`config.mk`:
```
export PLATFORM = sky130hd
export DESIGN_NAME = miss_req_gen
export DESIGN_NICKNAME = d
export VERILOG_FILES = /design/src/rtl/moldudp64_pkg.sv /design/src/rtl/miss_req_gen.sv
export SDC_FILE = /design/constraint.sdc
export NUM_CORES = 1
export LEC_CHECK = 0
export ABC_AREA = 1
export BUFFER_PORTS_ARGS = -buffer_cell sky130_fd_sc_hd__buf_2
export CORE_AREA = 2 2 118 148
export CTS_BUF_LIST = sky130_fd_sc_hd__clkbuf_4 sky130_fd_sc_hd__clkbuf_8 sky130_fd_sc_hd__clkbuf_16
export DETAILED_ROUTE_END_ITERATION = 8
export DIE_AREA = 0 0 120 150
export GPL_ROUTABILITY_DRIVEN = 1
export PLACE_DENSITY = 0.81
export SLEW_MARGIN = 20
export SYNTH_ARGS = -nofsm -noshare
export SYNTH_HDL_FRONTEND = slang
export SYNTH_SLANG_ARGS = --single-unit
```
`constraint.sdc`:
```
create_clock -name clk -period 2.6 [get_ports clk]
set_input_delay 0 -clock clk [delete_from_list [all_inputs] [get_ports clk]]
set_output_delay 0 -clock clk [all_outputs]
set_load 0.1 [all_outputs]
```
`src/rtl/moldudp64_pkg.sv`:
```
// Shared MoldUDP64 constants, request FSM state type and wire byte-order helper.
package moldudp64_pkg;

    localparam int unsigned MOLD_REQ_LEN = 20;
    localparam int unsigned MOLD_SID_LEN = 10;
    localparam int unsigned MOLD_SEQ_LEN = 8;
    localparam int unsigned MOLD_CNT_LEN = 2;

    typedef enum logic [1:0] {
        IDLE  = 2'd0,
        BEAT0 = 2'd1,
        BEAT1 = 2'd2,
        BEAT2 = 2'd3
    } req_fsm_e;

    // Big-endian word to beat layout: byte 0 of the beat sits on bits [7:0].
    function automatic logic [63:0] be_to_beat(input logic [63:0] be);
        logic [63:0] beat;
        for (int k = 0; k < 8; k++) begin
            beat[8*k +: 8] = be[56 - 8*k +: 8];
        end
        return beat;
    endfunction

endpackage

```
`src/rtl/miss_req_gen.sv`:
```
// MoldUDP64 retransmission request generator: turns one missed-range event into one or more
// 20-byte request packets emitted as three 64-bit beats each.
module miss_req_gen
    import moldudp64_pkg::*;
#(
    parameter int unsigned SEQ_NUM_W   = 18,
    parameter int unsigned SID_W       = 80,
    parameter logic [15:0] MAX_REQ_CNT = 16'hFFFF
) (
    input  logic                 clk,
    input  logic                 nreset,
    input  logic                 miss_v_i,
    output logic                 miss_ready_o,
    input  logic [SID_W-1:0]     miss_sid_i,
    input  logic [SEQ_NUM_W-1:0] miss_seq_start_i,
    input  logic [SEQ_NUM_W-1:0] miss_cnt_i,
    output logic                 req_v_o,
    input  logic                 req_ready_i,
    output logic [63:0]          req_data_o,
    output logic [7:0]           req_keep_o,
    output logic                 req_last_o
);

    req_fsm_e               state_q, state_d;
    logic [SID_W-1:0]       sid_q, sid_d;
    logic [SEQ_NUM_W-1:0]   start_q, start_d;
    logic [SEQ_NUM_W-1:0]   cnt_q, cnt_d;

    logic [63:0]            cnt64;
    logic [63:0]            reqc64;
    logic [15:0]            reqc16;
    logic [SEQ_NUM_W-1:0]   reqc_w;
    logic [63:0]            seq64;
    logic [63:0]            be_word;

    // Split arithmetic done at 64 bits so any SEQ_NUM_W compares cleanly against the 16-bit cap.
    always_comb begin
        cnt64  = 64'(cnt_q);
        reqc64 = (cnt64 > 64'(MAX_REQ_CNT)) ? 64'(MAX_REQ_CNT) : cnt64;
        reqc16 = reqc64[15:0];
        reqc_w = SEQ_NUM_W'(reqc64);
        seq64  = 64'(start_q);
    end

    always_comb begin
        state_d = state_q;
        sid_d   = sid_q;
        start_d = start_q;
        cnt_d   = cnt_q;
        unique case (state_q)
            IDLE: begin
                if (miss_v_i) begin
                    sid_d   = miss_sid_i;
                    start_d = miss_seq_start_i;
                    cnt_d   = miss_cnt_i;
                    if (miss_cnt_i != '0) begin
                        state_d = BEAT0;
                    end
                end
            end
            BEAT0: if (req_ready_i) state_d = BEAT1;
            BEAT1: if (req_ready_i) state_d = BEAT2;
            BEAT2: begin
                if (req_ready_i) begin
                    cnt_d   = cnt_q - reqc_w;
                    start_d = start_q + reqc_w;
                    state_d = (cnt_d != '0) ? BEAT0 : IDLE;
                end
            end
        endcase
    end

    always_ff @(posedge clk or negedge nreset) begin
        if (!nreset) begin
            state_q <= IDLE;
            sid_q   <= '0;
            start_q <= '0;
            cnt_q   <= '0;
        end else begin
            state_q <= state_d;
            sid_q   <= sid_d;
            start_q <= start_d;
            cnt_q   <= cnt_d;
        end
    end

    always_comb begin
        be_word      = '0;
        req_keep_o   = 8'h00;
        req_last_o   = 1'b0;
        req_v_o      = 1'b0;
        miss_ready_o = 1'b0;
        unique case (state_q)
            IDLE: miss_ready_o = 1'b1;
            BEAT0: begin
                be_word    = sid_q[79:16];
                req_keep_o = 8'hFF;
                req_v_o    = 1'b1;
            end
            BEAT1: begin
                be_word    = {sid_q[15:0], seq64[63:16]};
                req_keep_o = 8'hFF;
                req_v_o    = 1'b1;
            end
            BEAT2: begin
                be_word    = {seq64[15:0], reqc16, 32'h0};
                req_keep_o = 8'h0F;
                req_last_o = 1'b1;
                req_v_o    = 1'b1;
            end
        endcase
        req_data_o = be_to_beat(be_word);
    end

endmodule
```
==> results of run 1 <==
## critical path: stages (launching register included)
cell and delay [ns]:
dfrtp_1 0.41, inv_1 0.15, ha_2 0.60, nand2_1 0.20
a21oi_2 0.21, buf_2 0.46
## final cells by class
class	count	area share
Inverter	94	0.0325
Tap cell	220	0.0253
Antenna cell	1	0.000230
Clock inverter	15	0.0124
Sequential cell	118	0.272
Timing Repair Buffer	334	0.237
Clock buffer	17	0.0392
Multi-Input combinational cell	668	0.381
## registers in the layout (all words and copies together) (netlist names)
register,cells
cnt_q,18
sid_q,80
start_q,18
state_q,2
## cell usage after synthesis (all sizes together) (2+ instances only)
library cell and count:
nand2 271, dfrtp 118, inv 93, mux2 80
nor2 66, a21oi 59, o21ai 57, nand3 44
clkbuf 25, buf 23, ha 23, o22ai 15
nand3b 6, xor2 6, nor3 5, o211ai 5
o21bai 5, a31oi 4, nand4 4, o21a 4
nor4 3, xnor2 3, a21o 2, o31ai 2
## per-stage QoR
step                cell area (um2)  instances  setup TNS [ns]
floorplan                      7550        928               0
global placement               9040       1317               0
detailed placement             9040       1317               0
CTS                           10700       1463               0
global route                  10900       1467          -0.120
finish                        10900       1467               0
## worst paths after layout
path / startpoint / to / slack (ns) / cells past startpoint
setup / recovery: state_q[1] / req_data_o[56] / 0.12 / 5
hold / removal: miss_seq_start_i[16] / start_q[16] / -0.002 / 3
setup reg to reg: cnt_q[16] / start_q[16] / 0.18 / 16
hold reg to reg: sid_q[15] / sid_q[15] / 0.51 / 1
max in group asynchronous: nreset / cnt_q[16] / 1.66 / 3
min in group asynchronous: nreset / sid_q[6] / 0.20 / 2
## layout by cell type (no fill, tap or decap), drive strengths merged, types with 3 or more instances in the layout
master       instances
dfrtp              118
nand3               44
nand4                4
a31oi                4
mux2                80
o21a                 4
xor2                 6
o21ai               57
a21oi               59
nor3                 5
nand2              271
clkbuf              17
o211ai               5
xnor2                3
inv                102
o22ai               15
clkinvlp             3
buf                220
nor2                66
nor4                 3
nand3b               6
o21bai               5
clkinv               4
dlygate4sd3        114
ha                  23
## metal layers
| layer | vias to the layer above | track usage |
|---|---|---|
| met3 | 77 | 0.0560 |
| met4 | 0 | 0.151 |
| met2 | 273 | 0.500 |
| li1 | 3663 | - |
| met1 | 3687 | 0.319 |
| met5 | - | 0 |
## kinds of logic (layout without fill, tap and decap cells)
family / after synthesis / after routing / share of synthesized area
other: 1 / 2 / 0.000510
muxes: 80 / 80 / 0.122
DFF: 118 / 118 / 0.401
and+or+nand+nor: 401 / 401 / 0.226
xor gates and xnor gates: 9 / 9 / 0.0107
buffers and inverters: 142 / 460 / 0.0788
adders and majority gates: 24 / 24 / 0.0418
AOI/OAI and AO/OA: 153 / 153 / 0.119
## repair_timing
action,CTS,global route
setup buffers,0,3
setup endpoints to repair,0,9
gates resized for setup,0,16
endpoints found under the hold margin,171,0
hold buffers,114,0
==> run_results.csv, run 1 <==
group,metric,value,unit
sta,finalHoldViolations,1,
setup_path,crit_required,2.60,ns
yosys,avgSynthCellArea,7.93,um2
detailed_routing,firstDrtPassIters,6,
placed_design,port_buffers,194,
run,maxCapViolCount,0,
detailed_routing,vias,7700,
sta,slew_headroom,0.457,
yosys,syn_area,7360,um2
placed_design,place_congestion,0.958,
sta,setup_viol,0,
yosys,synth_seq_area_share,0.401,
yosys,async_flop_share,1.00,
global_route,grt_usage,0.282,
sta,tightest_slew,0.815,ns
final_layout,layout-drive-gt1-share,0.317,
die,rows,53,
final_layout,seqCellArea,2950,um2
yosys,yosys.area.top_type_share,0.401,
final_layout,fin_nets,1377,
run_status,failed_checks,"negative hold slack",
sta,fin_crit,2.48,ns
clock_network,cts-root-buf,"clkbuf_16",
clock_network,clock-sinks,118,
yosys,synthFlopType,"dfrtp_1",
yosys,netlist_instances,928,
worst_hold_path,hp-class,"input pin to flip-flop",
setup_path,crit_path_end_kind,"output pin",
detailed_routing,wl_per_cell,17.0,um
yosys,synth-seq-cells,118,
die,dieArea,18000,um2
final_layout,area_growth,47.7,%
global_route,antenna_found_initial,1,
global_route,grt_overflow,0,
detailed_routing,drt_iter0_markers,413,
run_status,status,"complete, but fails checks",
clock_network,worstSkewPairLatency,0.42,ns
yosys,synth_cell_type_count,41,
setup_path,crit_fanout,26,
global_route,grt_pass1_vias,7943,
placed_design,dp.final_hpwl,16400,um
detailed_routing,wl_met2,12900,um
final_layout,multiInputGateArea,4140,um2
die,die_y,150,um
clock_network,cts_tree,"yes",
sta,maxSlewViolCount,0,
clock_network,htree_levels,4,
setup_path,crit_type,"flip-flop to output pin",
sta,fmax,403,MHz
final_layout,finalCoreUtilization,0.653,
yosys,ys_warn_count,0,
sta,fin_ws,0.116,ns
sta,holdWs,-0.00170,ns
die,chipWidth,120,um
detailed_routing,routed.top_layer,"met4",
global_route,grt_first_pass_wirelength,39600,um
placed_design,dp_slack,0.0970,ns
detailed_routing,routed-wl-met3,1230,um
die,fp.coreArea,16600,um2
yosys,synth-edff-count,0,
die,initial_utilization,0.442,
clock_network,cts_made_buffers,17,
die,io_pins,195,
final_layout,fillers,1269,
detailed_routing,drc_errors,0,
yosys,synthTopCellsByArea,"dfrtp_1 40%, nand2_1 14%, mux2_2 12%",
setup_path,start_kind,"flip-flop",
sta,finalCritPeriodShare,0.955,
detailed_routing,routed_wl,25000,um
yosys,synth.largest_area_cell,"dfrtp_1",
sta,skew,0.00827,ns
clock_network,clockBufferDepth,2,
setup_path,cp.arrival,2.48,ns
detailed_routing,via_per_inst,5.25,
yosys,synth_nets,1072,
detailed_routing,postRouteAntennaNets,0,
global_route,grt_start_max_net_pins,64,
detailed_routing,drt-met1-wl,9770,um
clock_network,clk_pin_slew_worst_paths,0.06,ns
Power of run 1 is not shown: default switching activity piles up to over one toggle a cycle in this logic, so the estimate is an artifact.
==> run 2, diff against run 1 <==
CAP_MARGIN = 5   (was not set)
PLACE_DENSITY = 0.78   (was 0.81)
clock period = 2.3 ns   (was 2.6 ns; I/O delays follow)
==> run_results.csv, run 2 (same netlist as run 1, synthesis figures left out) <==
group,metric,value,unit
run_status,failed_checks,"negative setup slack",
detailed_routing,drc_errors,0,
final_layout,stdcell_area,12100,um2
global_route,grt_pass1_vias,8537,
final_layout,seqCellArea,2950,um2
detailed_routing,drt_iter0_markers,673,
clock_network,clock-sinks,118,
clock_network,cts_made_buffers,17,
final_layout,fin_nets,1425,
final_layout,final_cell_mix,"251 x nand2_1, 144 x buf_2, 117 x dfrtp_1",
sta,fmax,424,MHz
placed_design,placed_area,9820,um2
die,rows,53,
worst_hold_path,min_to,"cnt_q[16]",
worst_hold_path,min_from,"miss_cnt_i[16]",
sta,tightest_slew,0.657,ns
global_route,grt_start_max_net_pins,77,
die,dieArea,18000,um2
setup_path,cp_common_cell,"nand2_1",
die,fp.coreArea,16600,um2
clock_network,cts_tree,"yes",
clock_network,cts-root-buf,"clkbuf_16",
detailed_routing,firstDrtPassIters,7,
setup_path,start_kind,"flip-flop",
global_route,grt_overflow,0,
clock_network,worstSkewPairLatency,0.43,ns
setup_path,cp_cell_sequence,"nor2_4 > buf_8 > nand2_1 > ha_4 > nand2_1 > nor2_1 > nor3b_2 > nand2_1 > nand3_2 > nand3_1 > nand2_1 > xor2_1 > o21ai_1 > nand2_1",
final_layout,fillers,1009,
detailed_routing,wl_per_cell,19.9,um
global_route,grt_first_pass_wirelength,43300,um
setup_path,reg2reg_setup_slack,-0.06,ns
placed_design,dp.final_hpwl,17400,um
sta,fin_crit,2.36,ns
setup_path,crit_fanout,6,
placed_design,port_buffers,194,
detailed_routing,via_per_inst,5.61,
sta,finalCritPeriodShare,1.03,
final_layout,layout_commonest_cell,"nand2_1",
final_layout,insertedDiodeCount,0,
final_layout,largest_reg_flops,80,
setup_path,crit_path_top_delay_cell,"dfrtp_1",
final_layout,top_register,"sid_q",
die,io_pins,195,
detailed_routing,postRouteAntennaNets,0,
clock_network,htree_levels,4,
worst_hold_path,hp-class,"input pin to flip-flop",
sta,setup_viol,10,
final_layout,area_growth,64.2,%
final_layout,layout-drive-gt1-share,0.379,
detailed_routing,routed_wl,30200,um
die,chipWidth,120,um
sta,rsz0062_at_grt,"true",
setup_path,r2r_end,"start_q[11]",
setup_path,worst-r2r-cell-count,14,
detailed_routing,vias,8487,
final_layout,finalNonFillerCells,1514,
placed_design,dp_slack,-0.00681,ns
setup_path,cp.arrival,2.72,ns
run,maxCapViolCount,0,
sta,slew_headroom,0.562,
sta,maxSlewViolCount,0,
clock_network,clockBufferDepth,2,
placed_design,place_congestion,0.926,
placed_design,place_inst,1355,
worst_hold_path,min_path_cells,3,
final_layout,top_regs,"sid_q x80, cnt_q x18, start_q x18",
run_status,status,"complete, but fails checks",
setup_path,cp_slowest_stage_delay,0.41,ns
global_route,antenna_found_initial,0,
global_route,grt_usage,0.313,
setup_path,crit_type,"flip-flop to flip-flop",
setup_path,crit_path_end_kind,"flip-flop",
sta,skew,0.0104,ns
sta,fin_ws,-0.0582,ns
die,die_y,150,um
die,initial_utilization,0.442,
setup_path,r2r-start,"cnt_q[17]",
final_layout,multiInputGateArea,4400,um2
setup_path,crit_required,2.66,ns
sta,finalHoldViolations,0,
clock_network,clk_pin_slew_worst_paths,0.06,ns
## run 2: metrics by stage
step | hold slack [ns] | util | setup TNS [ns]
after floorplan | -0.296 | - | -1.32
after global placement | 0.0676 | 0.590 | 0
after detailed placement | 0.0717 | 0.590 | -0.0125
after CTS | 0.00920 | 0.697 | -0.00329
after global routing | 0.0491 | 0.726 | -1.59
final | 0.0169 | 0.726 | -0.250
## run 2: layout make-up
cell class | count | area share
multi-input combinational | 668 | 0.365
timing repair buffer | 382 | 0.286
sequential | 118 | 0.245
clock buffer | 17 | 0.0352
inverter | 94 | 0.0314
tap | 220 | 0.0228
clock inverter | 15 | 0.0152
## run 2: worst max-delay path, delay by kind of cell, from the launching register on
kind / cells / cell delay, ns
compound gates: 1 / 0.07
xor+xnor: 1 / 0.15
fa+ha+maj: 1 / 0.32
buf+inv: 1 / 0.15
flops: 1 / 0.41
simple gates: 10 / 1.19
## run 2: timing repair
action                     in CTS  in global routing
hold endpoints to repair      158                  1
pin swaps                       0                 19
setup buffers                   0                  9
hold buffers                  115                  1
cloned                          0                  2
setup endpoints to repair      24                 35
gates resized for setup         3                 73
## run 2: routing by layer
layer  GRT usage  vias up  part of all wire
met5           0        -                 0
met4       0.193        0             0.079
met3      0.0633      175             0.074
met2       0.561      539              0.51
met1       0.336     4028              0.34
li1            -     3745                 -
## run 2: how the worst max path moves through the flow
| stage | slack (ns) | depth (start not counted) | startpoint | endpoint |
|---|---|---|---|---|
| floorplan | -0.13 | 7 | state_q[0] | req_data_o[0] |
| global placement | 0.03 | 15 | cnt_q[16] | start_q[14] |
| detailed placement | -0.007 | 13 | cnt_q[16] | start_q[13] |
| CTS | -0.003 | 13 | cnt_q[16] | start_q[11] |
| global route | -0.15 | 17 | cnt_q[17] | start_q[16] |
| finish | -0.06 | 14 | cnt_q[17] | start_q[11] |
Power of run 2 is left out for the same reason.
